File: src/rtl/mem_port_arbiter_pkg.sv
// Shared types and constants for the memory port arbiter.
package mem_pkg;

    // Access size encoding as produced by the decoder; 2'b11 is illegal.
    typedef enum logic [1:0] {
        BYTE = 2'b00,
        HALF = 2'b01,
        WORD = 2'b10
    } mem_size_t;

    // Arbiter sequencing states.
    typedef enum logic [1:0] {
        IDLE  = 2'b00,
        ISSUE = 2'b01,
        WAIT  = 2'b10,
        RESP  = 2'b11
    } arb_state_t;

    // Owner of the in-flight transaction.
    typedef enum logic {
        FETCH = 1'b0,
        DATA  = 1'b1
    } owner_t;

    localparam logic [3:0] MEM_BE_ALL = 4'b1111;

endpackage

File: src/rtl/mem_port_arbiter_if.sv
// Bundle of the fetch requester, data requester and memory port signals.
interface mem_port_arbiter_if #(
    parameter int ADDR_W = 32
);
    logic              if_req;
    logic [ADDR_W-1:0] if_addr;
    logic              if_done;
    logic [31:0]       if_rdata;
    logic              if_fault;

    logic              d_req;
    logic              d_we;
    logic [ADDR_W-1:0] d_addr;
    logic [31:0]       d_wdata;
    logic [1:0]        d_size;
    logic              d_unsigned;
    logic              d_done;
    logic [31:0]       d_rdata;
    logic              d_fault;

    logic              mem_req;
    logic              mem_we;
    logic [ADDR_W-1:0] mem_addr;
    logic [3:0]        mem_be;
    logic [31:0]       mem_wdata;
    logic              mem_gnt;
    logic              mem_rvalid;
    logic [31:0]       mem_rdata;

    // Arbiter side: serves the requesters and masters the memory port.
    modport master (
        input  if_req, if_addr,
        output if_done, if_rdata, if_fault,
        input  d_req, d_we, d_addr, d_wdata, d_size, d_unsigned,
        output d_done, d_rdata, d_fault,
        output mem_req, mem_we, mem_addr, mem_be, mem_wdata,
        input  mem_gnt, mem_rvalid, mem_rdata
    );

    // Environment side: requesters plus memory.
    modport slave (
        output if_req, if_addr,
        input  if_done, if_rdata, if_fault,
        output d_req, d_we, d_addr, d_wdata, d_size, d_unsigned,
        input  d_done, d_rdata, d_fault,
        input  mem_req, mem_we, mem_addr, mem_be, mem_wdata,
        output mem_gnt, mem_rvalid, mem_rdata
    );

endinterface

File: src/rtl/mem_port_arbiter_lsu_align.sv
// Byte-lane generation, store replication, load extraction and alignment check.
module lsu_align
    import mem_pkg::*;
(
    input  logic [1:0]  addr_lo,
    input  logic [1:0]  size,
    input  logic        is_unsigned,
    input  logic [31:0] st_data,
    input  logic [31:0] mem_rdata,
    output logic [3:0]  be,
    output logic [31:0] wdata,
    output logic [31:0] ld_data,
    output logic        fault
);

    logic [31:0] sh_s;

    // Decode lanes and extension for the current size and byte offset.
    always_comb begin
        sh_s = mem_rdata >> {addr_lo, 3'b000};
        case (size)
            BYTE: begin
                be      = 4'b0001 << addr_lo;
                wdata   = {4{st_data[7:0]}};
                ld_data = is_unsigned ? {24'h000000, sh_s[7:0]}
                                      : {{24{sh_s[7]}}, sh_s[7:0]};
                fault   = 1'b0;
            end
            HALF: begin
                be      = addr_lo[1] ? 4'b1100 : 4'b0011;
                wdata   = {2{st_data[15:0]}};
                ld_data = is_unsigned ? {16'h0000, sh_s[15:0]}
                                      : {{16{sh_s[15]}}, sh_s[15:0]};
                fault   = addr_lo[0];
            end
            WORD: begin
                be      = MEM_BE_ALL;
                wdata   = st_data;
                ld_data = mem_rdata;
                fault   = (addr_lo != 2'b00);
            end
            default: begin
                be      = 4'b0000;
                wdata   = st_data;
                ld_data = mem_rdata;
                fault   = 1'b1;
            end
        endcase
    end

endmodule

File: src/rtl/mem_port_arbiter.sv
// Shares one 32-bit memory port between instruction fetch and load/store.
module mem_port_arbiter
    import mem_pkg::*;
#(
    parameter int ADDR_W = 32,
    parameter bit RR_EN  = 1'b1
) (
    input  logic               clk,
    input  logic               rst,
    mem_port_arbiter_if.master bus
);

    arb_state_t        state_q, state_d;
    owner_t            owner_q, owner_d;
    owner_t            last_grant_q, last_grant_d;
    logic [1:0]        addr_lo_q, addr_lo_d;
    logic [1:0]        size_q, size_d;
    logic              uns_q, uns_d;
    logic              we_q, we_d;
    logic              mem_req_q, mem_req_d;
    logic              mem_we_q, mem_we_d;
    logic [ADDR_W-1:0] mem_addr_q, mem_addr_d;
    logic [3:0]        mem_be_q, mem_be_d;
    logic [31:0]       mem_wdata_q, mem_wdata_d;
    logic              if_done_q, if_done_d;
    logic              if_fault_q, if_fault_d;
    logic [31:0]       if_rdata_q, if_rdata_d;
    logic              d_done_q, d_done_d;
    logic              d_fault_q, d_fault_d;
    logic [31:0]       d_rdata_q, d_rdata_d;

    logic              grant_data_s, grant_fetch_s, resp_s;
    logic [ADDR_W-1:0] sel_addr_s;
    logic [1:0]        al_addr_s, al_size_s;
    logic              al_uns_s, al_fault_s;
    logic [3:0]        al_be_s;
    logic [31:0]       al_wdata_s, al_ld_s;

    // Arbitration and aligner input selection: live requester fields in IDLE, latched fields afterwards.
    always_comb begin
        grant_data_s  = bus.d_req & (~bus.if_req | ~RR_EN | (last_grant_q == FETCH));
        grant_fetch_s = bus.if_req & ~grant_data_s;
        sel_addr_s    = grant_data_s ? bus.d_addr : bus.if_addr;
        if (state_q == IDLE) begin
            al_addr_s = sel_addr_s[1:0];
            al_size_s = grant_data_s ? bus.d_size : WORD;
            al_uns_s  = grant_data_s ? bus.d_unsigned : 1'b0;
        end else begin
            al_addr_s = addr_lo_q;
            al_size_s = size_q;
            al_uns_s  = uns_q;
        end
        resp_s = ((state_q == ISSUE) & bus.mem_gnt & bus.mem_rvalid) |
                 ((state_q == WAIT) & bus.mem_rvalid);
    end

    lsu_align u_align (
        .addr_lo     (al_addr_s),
        .size        (al_size_s),
        .is_unsigned (al_uns_s),
        .st_data     (bus.d_wdata),
        .mem_rdata   (bus.mem_rdata),
        .be          (al_be_s),
        .wdata       (al_wdata_s),
        .ld_data     (al_ld_s),
        .fault       (al_fault_s)
    );

    // Next-state and registered-output computation for the transaction sequencer.
    always_comb begin
        state_d      = state_q;
        owner_d      = owner_q;
        last_grant_d = last_grant_q;
        addr_lo_d    = addr_lo_q;
        size_d       = size_q;
        uns_d        = uns_q;
        we_d         = we_q;
        mem_req_d    = mem_req_q;
        mem_we_d     = mem_we_q;
        mem_addr_d   = mem_addr_q;
        mem_be_d     = mem_be_q;
        mem_wdata_d  = mem_wdata_q;
        if_rdata_d   = if_rdata_q;
        d_rdata_d    = d_rdata_q;
        if_done_d    = 1'b0;
        if_fault_d   = 1'b0;
        d_done_d     = 1'b0;
        d_fault_d    = 1'b0;
        case (state_q)
            IDLE: begin
                if (grant_data_s | grant_fetch_s) begin
                    owner_d      = grant_data_s ? DATA : FETCH;
                    last_grant_d = grant_data_s ? DATA : FETCH;
                    addr_lo_d    = al_addr_s;
                    size_d       = al_size_s;
                    uns_d        = al_uns_s;
                    we_d         = grant_data_s & bus.d_we;
                    mem_we_d     = grant_data_s & bus.d_we;
                    mem_addr_d   = {sel_addr_s[ADDR_W-1:2], 2'b00};
                    mem_be_d     = al_be_s;
                    mem_wdata_d  = al_wdata_s;
                    if (al_fault_s) begin
                        state_d = RESP;
                        if (grant_data_s) begin
                            d_done_d  = 1'b1;
                            d_fault_d = 1'b1;
                            d_rdata_d = 32'h0000_0000;
                        end else begin
                            if_done_d  = 1'b1;
                            if_fault_d = 1'b1;
                            if_rdata_d = 32'h0000_0000;
                        end
                    end else begin
                        state_d   = ISSUE;
                        mem_req_d = 1'b1;
                    end
                end else begin
                    state_d = IDLE;
                end
            end
            ISSUE: begin
                if (bus.mem_gnt) begin
                    mem_req_d = 1'b0;
                    state_d   = WAIT;
                end else begin
                    mem_req_d = 1'b1;
                end
            end
            WAIT: begin
                mem_req_d = 1'b0;
            end
            RESP: begin
                state_d = IDLE;
            end
            default: begin
                state_d   = IDLE;
                mem_req_d = 1'b0;
            end
        endcase
        if (resp_s) begin
            state_d = RESP;
            if (owner_q == DATA) begin
                d_done_d = 1'b1;
                if (!we_q) begin
                    d_rdata_d = al_ld_s;
                end else begin
                    d_rdata_d = d_rdata_q;
                end
            end else begin
                if_done_d  = 1'b1;
                if_rdata_d = al_ld_s;
            end
        end else begin
            state_d = state_d;
        end
    end

    // State and output registers; reset aborts any transaction in flight.
    always_ff @(posedge clk or posedge rst) begin
        if (rst) begin
            state_q      <= IDLE;
            owner_q      <= FETCH;
            last_grant_q <= FETCH;
            addr_lo_q    <= 2'b00;
            size_q       <= 2'b00;
            uns_q        <= 1'b0;
            we_q         <= 1'b0;
            mem_req_q    <= 1'b0;
            mem_we_q     <= 1'b0;
            mem_addr_q   <= {ADDR_W{1'b0}};
            mem_be_q     <= 4'b0000;
            mem_wdata_q  <= 32'h0000_0000;
            if_done_q    <= 1'b0;
            if_fault_q   <= 1'b0;
            if_rdata_q   <= 32'h0000_0000;
            d_done_q     <= 1'b0;
            d_fault_q    <= 1'b0;
            d_rdata_q    <= 32'h0000_0000;
        end else begin
            state_q      <= state_d;
            owner_q      <= owner_d;
            last_grant_q <= last_grant_d;
            addr_lo_q    <= addr_lo_d;
            size_q       <= size_d;
            uns_q        <= uns_d;
            we_q         <= we_d;
            mem_req_q    <= mem_req_d;
            mem_we_q     <= mem_we_d;
            mem_addr_q   <= mem_addr_d;
            mem_be_q     <= mem_be_d;
            mem_wdata_q  <= mem_wdata_d;
            if_done_q    <= if_done_d;
            if_fault_q   <= if_fault_d;
            if_rdata_q   <= if_rdata_d;
            d_done_q     <= d_done_d;
            d_fault_q    <= d_fault_d;
            d_rdata_q    <= d_rdata_d;
        end
    end

    assign bus.mem_req   = mem_req_q;
    assign bus.mem_we    = mem_we_q;
    assign bus.mem_addr  = mem_addr_q;
    assign bus.mem_be    = mem_be_q;
    assign bus.mem_wdata = mem_wdata_q;
    assign bus.if_done   = if_done_q;
    assign bus.if_fault  = if_fault_q;
    assign bus.if_rdata  = if_rdata_q;
    assign bus.d_done    = d_done_q;
    assign bus.d_fault   = d_fault_q;
    assign bus.d_rdata   = d_rdata_q;

endmodule

File: src/flat_wrapper.sv
// flat-port wrapper written by rule: the top's interface ports become plain ports
module mem_port_arbiter_flat import mem_pkg::*;
#(
    parameter int ADDR_W = 32,
    parameter bit RR_EN  = 1'b1
)
  (clk, rst, bus_if_req, bus_if_addr, bus_if_done, bus_if_rdata, bus_if_fault, bus_d_req, bus_d_we, bus_d_addr, bus_d_wdata, bus_d_size, bus_d_unsigned, bus_d_done, bus_d_rdata, bus_d_fault, bus_mem_req, bus_mem_we, bus_mem_addr, bus_mem_be, bus_mem_wdata, bus_mem_gnt, bus_mem_rvalid, bus_mem_rdata);
  mem_port_arbiter_if #(.ADDR_W(ADDR_W)) bus_i ();
  input  logic clk;
  input  logic rst;
  input wire logic [$bits(bus_i.if_req)-1:0] bus_if_req;
  input wire logic [$bits(bus_i.if_addr)-1:0] bus_if_addr;
  output wire logic [$bits(bus_i.if_done)-1:0] bus_if_done;
  output wire logic [$bits(bus_i.if_rdata)-1:0] bus_if_rdata;
  output wire logic [$bits(bus_i.if_fault)-1:0] bus_if_fault;
  input wire logic [$bits(bus_i.d_req)-1:0] bus_d_req;
  input wire logic [$bits(bus_i.d_we)-1:0] bus_d_we;
  input wire logic [$bits(bus_i.d_addr)-1:0] bus_d_addr;
  input wire logic [$bits(bus_i.d_wdata)-1:0] bus_d_wdata;
  input wire logic [$bits(bus_i.d_size)-1:0] bus_d_size;
  input wire logic [$bits(bus_i.d_unsigned)-1:0] bus_d_unsigned;
  output wire logic [$bits(bus_i.d_done)-1:0] bus_d_done;
  output wire logic [$bits(bus_i.d_rdata)-1:0] bus_d_rdata;
  output wire logic [$bits(bus_i.d_fault)-1:0] bus_d_fault;
  output wire logic [$bits(bus_i.mem_req)-1:0] bus_mem_req;
  output wire logic [$bits(bus_i.mem_we)-1:0] bus_mem_we;
  output wire logic [$bits(bus_i.mem_addr)-1:0] bus_mem_addr;
  output wire logic [$bits(bus_i.mem_be)-1:0] bus_mem_be;
  output wire logic [$bits(bus_i.mem_wdata)-1:0] bus_mem_wdata;
  input wire logic [$bits(bus_i.mem_gnt)-1:0] bus_mem_gnt;
  input wire logic [$bits(bus_i.mem_rvalid)-1:0] bus_mem_rvalid;
  input wire logic [$bits(bus_i.mem_rdata)-1:0] bus_mem_rdata;
  assign bus_i.if_req = bus_if_req;
  assign bus_i.if_addr = bus_if_addr;
  assign bus_if_done = bus_i.if_done;
  assign bus_if_rdata = bus_i.if_rdata;
  assign bus_if_fault = bus_i.if_fault;
  assign bus_i.d_req = bus_d_req;
  assign bus_i.d_we = bus_d_we;
  assign bus_i.d_addr = bus_d_addr;
  assign bus_i.d_wdata = bus_d_wdata;
  assign bus_i.d_size = bus_d_size;
  assign bus_i.d_unsigned = bus_d_unsigned;
  assign bus_d_done = bus_i.d_done;
  assign bus_d_rdata = bus_i.d_rdata;
  assign bus_d_fault = bus_i.d_fault;
  assign bus_mem_req = bus_i.mem_req;
  assign bus_mem_we = bus_i.mem_we;
  assign bus_mem_addr = bus_i.mem_addr;
  assign bus_mem_be = bus_i.mem_be;
  assign bus_mem_wdata = bus_i.mem_wdata;
  assign bus_i.mem_gnt = bus_mem_gnt;
  assign bus_i.mem_rvalid = bus_mem_rvalid;
  assign bus_i.mem_rdata = bus_mem_rdata;
  mem_port_arbiter #(.ADDR_W(ADDR_W), .RR_EN(RR_EN)) u_core (.clk(clk), .rst(rst), .bus(bus_i));
endmodule
File: config.mk
export PLATFORM = sky130hd
export DESIGN_NAME = mem_port_arbiter_flat
export DESIGN_NICKNAME = d
export VERILOG_FILES = /design/src/rtl/mem_port_arbiter_pkg.sv /design/src/rtl/mem_port_arbiter_if.sv /design/src/rtl/mem_port_arbiter_lsu_align.sv /design/src/rtl/mem_port_arbiter.sv /design/src/flat_wrapper.sv
export SDC_FILE = /design/constraint.sdc
export NUM_CORES = 1
export LEC_CHECK = 0
export CAP_MARGIN = 20
export CORE_MARGIN = 2
export CORE_UTILIZATION = 46
export DETAILED_ROUTE_END_ITERATION = 8
export HOLD_SLACK_MARGIN = 0.03
export PLACE_DENSITY_LB_ADDON = 0.2
export SLEW_MARGIN = 20
export SYNTH_ARGS = -nofsm -noshare
export SYNTH_HDL_FRONTEND = slang
export SYNTH_HIERARCHICAL = 1
export SYNTH_SLANG_ARGS = --single-unit
export TNS_END_PERCENT = 10
File: constraint.sdc
create_clock -name clk -period 5.96 [get_ports clk]
set_input_delay 0.894 -clock clk [delete_from_list [all_inputs] [get_ports clk]]
set_output_delay 0.894 -clock clk [all_outputs]
set_load 0.03 [all_outputs]
[Yosys cells after proc, flatten, opt, wreduce, memory -nomap -nowiden]
Index checks and enable logic that the tools add are counted.
Widths: inputs -> output; s select.
Word-level totals
  output and inout bits: 138
  register bits after elaboration: 144
Cells by class
  mux-type cells: 47
  equal/unequal tests: 9
  shift-type cells: 2
  reduce and logical (&&, ||, !) cells: 8
  bitwise operators: 12
Operator list (number)
  $mux 32: 16
  $pmux 32 s2: 2
  $shr 32x5->16: 1
  $mux 1: 17
  $mux 2: 7
  $pmux 4 s3: 1
  $and 1x1->1: 6
  $eq 2x2->1 const B: 3
  $pmux 1 s3: 2
  $pmux 2 s3: 1
  $eq 2x1->1 const B: 2
  $logic_not 2->1: 2
  $mux 4: 1
  $ne 2x2->1 const B: 2
  $reduce_and 2->1: 2
  $reduce_bool 4->1: 1
  $shl 1x2->4 const A: 1
  $ne 3x2->1 const B: 1
  $ne 3x3->1 const B: 1
  $not 1->1: 3
  $or 1x1->1: 3
  $reduce_and 3->1: 1
  $reduce_bool 3->1: 1
  $reduce_bool 2->1: 1

[Longest topological paths before layout]
Gate-level depths: netlist (run 1).
  depth in word-level cells: 12
  gate-level depth with buffers: 15
  mapped depth without buffers: 9

[By module]
The synthesis (run 1) kept the hierarchy.
Modules (own cells, without submodules)
  mem_port_arbiter: seq. area each 3603.5 µm², cells each 527, area an instance 6354.8 µm², instances 1
  lsu_align: seq. area each 0.0 µm², cells each 207, area an instance 1295.0 µm², instances 1

[Least setup slack after synthesis (run 1)]
Ideal clock, no wire load.
  kind: input port to flip-flop
  from: input bus_d_req
  to: register u_core.d_rdata_q[0], in the netlist u_core/bus.d_rdata[0]
  library setup time: 127 ps
  data arrival time: 3235 ps
  stages on the path: 13
  path slack: 2598 ps
  cell sequence: a21bo_2 -> buf_4 -> nor2_2 -> a22o_1 -> buf_2 -> clkbuf_1 -> a21oi_1 -> nor2_1 -> or3b_1 -> clkbuf_1 -> clkbuf_1 -> o21ai_0 -> mux2i_1
Between the ends
  word-level cells in the longest chain between the ends: 10
  elaborated cells on any way between the ends: 24
RTL lines
  from (decl): RTL line flat_wrapper.sv:16  | input wire logic [$bits(bus_i.d_req)-1:0] bus_d_req;
  $and 1x1->1 *: RTL line mem_port_arbiter.sv:41  | grant_data_s = bus.d_req & (~bus.if_req | ~RR_EN | (last_grant_q == FETCH));
  $mux 2 *: RTL line mem_port_arbiter.sv:46  | al_size_s = grant_data_s ? bus.d_size : WORD;
  $mux 2 *: RTL line mem_port_arbiter.sv:44  | if (state_q == IDLE) begin
  net u_core.al_size_s[0]: RTL line mem_port_arbiter.sv:34  | logic [1:0] al_addr_s, al_size_s;
  $eq 2x2->1 (tied with other cells): RTL line mem_port_arbiter_lsu_align.sv:21  | case (size)
  $pmux 1 s3 *: RTL line mem_port_arbiter_lsu_align.sv:21
  net u_core.al_fault_s: RTL line mem_port_arbiter.sv:35  | logic al_uns_s, al_fault_s;
  $mux 32 *: RTL line mem_port_arbiter.sv:102  | if (al_fault_s) begin
  $mux 32 *: RTL line mem_port_arbiter.sv:91  | if (grant_data_s | grant_fetch_s) begin
  $mux 32 *: RTL line mem_port_arbiter.sv:89  | case (state_q)
  $mux 32: RTL line mem_port_arbiter.sv:142  | if (owner_q == DATA) begin
  $mux 32 *: RTL line mem_port_arbiter.sv:140  | if (resp_s) begin
  to (signal assigned): RTL line mem_port_arbiter.sv:197  | d_rdata_q <= d_rdata_d;
  to (decl): RTL line mem_port_arbiter.sv:30  | logic [31:0] d_rdata_q, d_rdata_d;
The timed path passes the listed nets; every way through them passes the cells marked *. The select of a mux whose other input is x is not followed.
A chain may end at the register's enable or synchronous reset.

[Final worst setup path (run 1)]
  from: input bus_d_req
  to: register u_core.if_rdata_q[21], in the netlist u_core/bus.if_rdata[21]
Between the ends
  elaborated cells on any way between the ends: 25
RTL lines
  $and 1x1->1 *: RTL line mem_port_arbiter.sv:41
  $mux 32 *: RTL line mem_port_arbiter.sv:43  | sel_addr_s = grant_data_s ? bus.d_addr : bus.if_addr;
  $mux 2 *: RTL line mem_port_arbiter.sv:44
  net u_core.al_addr_s[0]: RTL line mem_port_arbiter.sv:34
  $shr 32x5->16 *: RTL line mem_port_arbiter_lsu_align.sv:20  | sh_s = mem_rdata >> {addr_lo, 3'b000};
  $mux 32 (on tied branches): RTL line mem_port_arbiter_lsu_align.sv:32, mem_port_arbiter_lsu_align.sv:25
  $pmux 32 s2 *: RTL line mem_port_arbiter_lsu_align.sv:21
  net u_core.al_ld_s[21]: RTL line mem_port_arbiter.sv:37  | logic [31:0] al_wdata_s, al_ld_s;
  $mux 32 *: RTL line mem_port_arbiter.sv:142
  $mux 32 *: RTL line mem_port_arbiter.sv:140
  net u_core.if_rdata_d[21]: RTL line mem_port_arbiter.sv:27  | logic [31:0] if_rdata_q, if_rdata_d;
  to (signal assigned): RTL line mem_port_arbiter.sv:194  | if_rdata_q <= if_rdata_d;
  to (decl): RTL line mem_port_arbiter.sv:27
The timed path passes the listed nets; every way through them passes the cells marked *.

==> flow_summary.json, run 1 <==
{
  "ir_drop_v": 0.0003168,
  "worstSetupPathType": "in -> reg",
  "finalSetupTns_ns": 0,
  "dieHeight_um": 133.0,
  "synth-main-ff-cell": "dfrtp_1",
  "power.density_mw_per_mm2": 587.5,
  "synth_top_area_share_pct": 47.11,
  "wl_mm": 21.31,
  "dpl.hpwl_mm": 15.07,
  "cts.sinks": 144,
  "cp-end-kind": "flip-flop",
  "met3_usage_pct": 7.241,
  "dp.cells": 1173,
  "drtPass1Iterations": 4,
  "io_pins": 276,
  "cap_violations": 0,
  "final_common_cell": "clkdlybuf4s50_1",
  "p_int_mw": 3.514,
  "die_area_mm2": 0.01768,
  "nNetsFinal": 1110,
  "clock_latency_ns": 0.42,
  "slowest_delay_ns": 0.58,
  "reg2reg_slack_ns": 2.40,
  "drc": 0,
  "hp-class": "reg -> reg",
  "path_clk_slew_ns": 0.06,
  "worst-path-max-fanout": 24,
  "critPathBufInv": 3,
  "numCtsBuffers": 17,
  "min_from": "u_core/bus.mem_wdata[26]",
  "fin_crit_ns": 3.671,
  "vias": 6349,
  "finalSetupViolCount": 0,
  "p_leak_nw": 5.050,
  "layout_common_cells": "273 x clkdlybuf4s50_1, 150 x o21ai_0, 144 x dfrtp_1, 121 x mux2i_1, 48 x nand2_1",
  "slew_headroom_pct": 27.99,
  "tightest_slew_ns": 1.080,
  "power_frac_comb_pct": 58.4,
  "power_frac_seq_pct": 26.0,
  "yosysSeqAreaShare_pct": 47.11,
  "drive_gt1_share_pct": 11.68,
  "finalHoldViolations": 0,
  "grt_pass1_wl_mm": 34.59,
  "period_share_pct": 61.59,
  "synth_cell_types": 47,
  "insertedDiodeCount": 0,
  "grt_util_met1_pct": 31.80,
  "reg2regPathDepth": 7,
  "min_path_cells": 1,
  "hold_path_end": "u_core/bus.mem_wdata[26]",
  "post_cts_buffers": 0,
  "numPortBuffers": 273,
  "p_sw_share_pct": 45.25,
  "top_usage_layer": "met2",
  "fillers": 1295,
  "status": "complete, no violations",
  "rows": 47,
  "wl_per_cell_um": 17.68,
  "p_switching_mw": 2.904,
  "track_usage_pct": 24.61,
  "drt_iter0_markers": 393,
  "antenna_found_initial": 0,
  "use_met2_pct": 39.84,
  "syn_area_per_cell_um2": 10.42,
  "ys_seq_elements": 144,
  "syn_inst": 734,
  "cts_tree": "done",
  "holdBufCountCts": 0,
  "clock.fmax_mhz": 272.4,
  "first_global_vias": 6379,
  "synthArstFlopShare_pct": 100.0,
  "synth_edf_count": 0,
  "clockBufferDepth": 2,
  "drv_slew": 0,
  "cp.required_ns": 6.23,
  "clock_skew_ns": 0.01012,
  "coreArea_mm2": 0.01641,
  "cts.htree.levels": 4,
  "synth.top_cells.by_area": "dfrtp_1 47%, mux2i_1 16%, o21ai_0 9.9%",
  "crit_slowest_cell": "clkdlybuf4s50_1",
  "cts-root-buf": "clkbuf_16",
  "die_width_um": 133.0,
  "regArea_mm2": 0.003603,
  "grt_max_degree": 101,
  "timing.rr.start": "u_core/state_q[1]",
  "clkPwrFrac_pct": 15.6,
  "grt-ovfl-total": 0,
  "ant_nets": 0,
  "finalNonFillerCells": 1205,
  "cp.arrival_ns": 3.94,
  "worstPathCellList": "clkdlybuf4s50_1, a21bo_4, mux2i_1, o21ai_4, buf_4, mux2_4, a32o_2, o21ai_4, nand2_1, inv_1, mux2i_1",
  "via_per_inst": 5.269,
  "start_util_pct": 46.63,
  "r2r-end": "u_core/bus.mem_wdata[12]",
  "multi_input_area_mm2": 0.003518,
  "gp_congestion": 0.8123,
  "syn_area_mm2": 0.007650,
  "area_growth_pct": 42.80,
  "yosysWarnings": 6,
  "yosysTopAreaCell": "dfrtp_1",
  "crit_path_start_kind": "input port",
  "crit_family": "compound AO/OA/AOI/OAI gates",
  "ctsResizeCount": 0,
  "rsz0062_at_grt": "false"
}
[cells in the mapped netlist, drive strengths merged, types with 2 or more instances]
master / count
mux2: 53
and2b: 2
dfrtp: 144
clkbuf: 32
a22o: 5
o21a: 2
nor2: 23
inv: 37
nor2b: 4
o21ai: 163
buf: 36
nand2b: 3
nand2: 58
or2: 2
mux2i: 121
o21bai: 2
o2bb2ai: 7
a21oi: 23
[cell type report]
type	instances	area share, %
tap	220	2.520
clock inverter	15	1.168
timing repair buffer	286	25.91
sequential	144	32.99
inverter	37	1.317
clock buffer	17	3.894
multi-input combinational	486	32.21
[kinds of logic after synthesis]
group                  count (synthesis)  share of synthesized area (%)
other                                  1                        0.04902
AOI/OAI and AO/OA                    212                          15.64
DFF                                  144                          47.11
muxes                                174                          23.68
and+or+nand+nor                       98                          6.117
buffers and inverters                105                          7.409
[flip-flops by register name, indices dropped and copies added (netlist names), 2 cells and up]
| name | flops |
|---|---|
| u_core/addr_lo_q | 2 |
| u_core/bus.d_rdata | 32 |
| u_core/bus.if_rdata | 32 |
| u_core/bus.mem_addr | 30 |
| u_core/bus.mem_be | 4 |
| u_core/bus.mem_wdata | 32 |
| u_core/size_q | 2 |
| u_core/state_q | 2 |
[worst max path at each step]
stage	from	to	cells past startpoint
finish	bus_d_req	u_core/bus.if_rdata[21]	11
global route	bus_if_req	u_core/bus.mem_wdata[12]	8
CTS	bus_if_req	u_core/bus.mem_wdata[14]	8
detailed placement	bus_if_req	u_core/bus.mem_wdata[12]	8
global placement	bus_if_req	u_core/bus.mem_wdata[12]	8
floorplan	rst	u_core/addr_lo_q[0]	1
[power by group through the flow]
stage	clock (mW)	combinational [mW]	sequential (mW)
floorplan	0	1.68	2.51
global placement	0	3.72	1.67
detailed placement	0	3.77	1.68
CTS	1.02	3.78	1.67
global route	1.06	4.02	1.72
finish	0.999	3.75	1.67
[stage by stage]
step	cell area, µm²	hold WS (ns)	util, %	setup WS (ns)	total power [mW]
floorplan	7654	0.4735	-	1.200	4.189
global placement	10370	0.4669	63.21	1.860	5.388
detailed placement	10370	0.4783	63.21	1.814	5.449
CTS	10920	0.4934	66.58	2.266	6.468
global route	10920	0.5137	66.58	2.086	6.810
finish	10920	0.4867	66.58	2.289	6.418
[per-layer routing]
layer	part of all wire, %	up-vias
li1	-	3028
met1	43	3068
met2	48	232
met3	7.3	21
met4	1.9	0
met5	0	-
Note: power is estimated with default switching activity, not from simulation.
==> inputs of run 2 (changes only) <==
--- a/config.mk
+++ b/config.mk
@@ -7,7 +7,7 @@
 export LEC_CHECK = 0
 export CAP_MARGIN = 20
 export CORE_MARGIN = 2
-export CORE_UTILIZATION = 46
+export CORE_UTILIZATION = 41
 export DETAILED_ROUTE_END_ITERATION = 8
 export HOLD_SLACK_MARGIN = 0.03
 export PLACE_DENSITY_LB_ADDON = 0.2
==> constraint.sdc (replaced) <==
create_clock -name clk -period 3.3 [get_ports clk]
set_input_delay 0.495 -clock clk [delete_from_list [all_inputs] [get_ports clk]]
set_output_delay 0.495 -clock clk [all_outputs]
set_load 0.03 [all_outputs]
==> run 2 against run 1 <==
  * Sequential power up 80%
  * Worst hold slack better by 0.0030 ns
  * Critical path depth down 1
  * Sequential cell count unchanged
  * Via count up 0.98%
  * Highest routed layer unchanged
==> flow_summary.json, run 2 (synthesis gave the netlist of run 1 again) <==
{
  "finalHoldViolations": 0,
  "track_usage_pct": 23.01,
  "fin_crit_ns": 2.824,
  "path_clk_slew_ns": 0.06,
  "cts.htree.levels": 4,
  "first_global_vias": 6551,
  "power.density_mw_per_mm2": 1070,
  "die_width_um": 140.6,
  "cts_tree": "done",
  "wl_per_cell_um": 18.07,
  "io_pins": 276,
  "dieHeight_um": 140.6,
  "worstSetupPathType": "reg -> reg",
  "rows": 49,
  "crit_path_end": "u_core/bus.d_rdata[29]",
  "clock_skew_ns": 0.01175,
  "antenna_found_initial": 0,
  "cts.sinks": 144,
  "cts-root-buf": "clkbuf_16",
  "gp_congestion": 0.7992,
  "grt-ovfl-total": 0,
  "cap_violations": 0,
  "cp.required_ns": 3.58,
  "crit_start": "u_core/state_q[1]",
  "p_leak_nw": 5.164,
  "status": "complete, no violations",
  "cp-end-kind": "flip-flop",
  "ir_drop_v": 0.0005834,
  "clock_latency_ns": 0.42,
  "grt_max_degree": 102,
  "top_usage_layer": "met2",
  "numPortBuffers": 273,
  "ctsResizeCount": 0,
  "worst-path-max-fanout": 34,
  "holdBufCountCts": 0,
  "via_per_inst": 5.216,
  "met3_usage_pct": 6.793,
  "clock.fmax_mhz": 354.1,
  "grt_pass1_wl_mm": 35.85,
  "slew_headroom_pct": 50.84,
  "coreArea_mm2": 0.01815,
  "cp.arrival_ns": 3.11,
  "post_cts_buffers": 0,
  "wl_mm": 22.20,
  "area_growth_pct": 45.50,
  "reg2regPathDepth": 10,
  "ant_nets": 0,
  "drt_iter0_markers": 414,
  "use_met2_pct": 37.80,
  "drv_slew": 0,
  "clockBufferDepth": 2,
  "start_util_pct": 42.15,
  "layout_common_cells": "273 x clkdlybuf4s50_1, 150 x o21ai_0, 144 x dfrtp_1, 121 x mux2i_1, 48 x nand2_1",
  "final_common_cell": "clkdlybuf4s50_1",
  "insertedDiodeCount": 0,
  "rsz0062_at_grt": "false",
  "dpl.hpwl_mm": 15.67,
  "reg2reg_slack_ns": 0.48,
  "hp-class": "reg -> reg",
  "vias": 6411,
  "drive_gt1_share_pct": 13.00,
  "nNetsFinal": 1128,
  "tightest_slew_ns": 0.7373,
  "crit_path_start_kind": "flip-flop",
  "drc": 0,
  "period_share_pct": 85.58,
  "numCtsBuffers": 17,
  "finalSetupTns_ns": 0,
  "r2r-end": "u_core/bus.d_rdata[29]",
  "drtPass1Iterations": 5,
  "power_mw": 11.91,
  "finalSetupViolCount": 0,
  "timing.rr.start": "u_core/state_q[1]",
  "grt_util_met1_pct": 29.38,
  "die_area_mm2": 0.01977
}
[run 2: report_power, final]
part | internal, mW | switching [mW]
clock network | 1.16 | 0.744
registers | 2.57 | 0.431
logic | 2.95 | 4.05
total | 6.68 | 5.22
[run 2: layer usage]
metal | up-vias | routed length (µm)
met5 | - | 0
met4 | 0 | 437
met3 | 31 | 1798
met2 | 258 | 10630
met1 | 3061 | 9336
li1 | 3061 | -
[run 2: how the worst min path moves through the flow]
stage,from,endpoint,slack (ns),depth (start not counted)
finish,u_core/bus.mem_wdata[23],u_core/bus.mem_wdata[23],0.49,1
global route,u_core/bus.mem_wdata[22],u_core/bus.mem_wdata[22],0.52,1
CTS,u_core/bus.mem_wdata[23],u_core/bus.mem_wdata[23],0.50,1
detailed placement,u_core/bus.mem_wdata[23],u_core/bus.mem_wdata[23],0.47,1
global placement,u_core/bus.mem_wdata[25],u_core/bus.mem_wdata[25],0.47,1
floorplan,u_core/size_q[0],u_core/size_q[0],0.47,1
[run 2: stage by stage]
| stage | area [µm²] | worst slack (ns) | hold slack (ns) | cells | utilization, % |
|---|---|---|---|---|---|
| detailed placement | 10550 | 0.2079 | 0.4737 | 1200 | 58.16 |
| finish | 11130 | 0.4759 | 0.4897 | 1229 | 61.33 |
| CTS | 11130 | 0.4371 | 0.4970 | 1229 | 61.33 |
| global placement | 10550 | 0.2851 | 0.4683 | 1200 | 58.16 |
| global route | 11130 | 0.1168 | 0.5180 | 1229 | 61.33 |
| floorplan | 7657 | 0.2058 | 0.4735 | 735 | - |
[run 2: cell type report]
cell class	instances	area [µm²]
Fill cell	1546	7017
Sequential cell	144	3603
Multi-Input combinational cell	486	3518
Timing Repair Buffer	304	3003
Clock buffer	20	466.7
Tap cell	229	286.5
Inverter	37	142.6
Clock inverter	9	110.1
[run 2: critical path: stages, from the launching register on]
cell and delay (ns):
dfrtp_1 0.50, or2_1 0.40, buf_4 0.30, nor2_8 0.05, a21oi_4 0.24, a21oi_1 0.06, nor2_1 0.19, or3b_1 0.36
buf_4 0.24, o21ai_0 0.22, mux2i_1 0.11
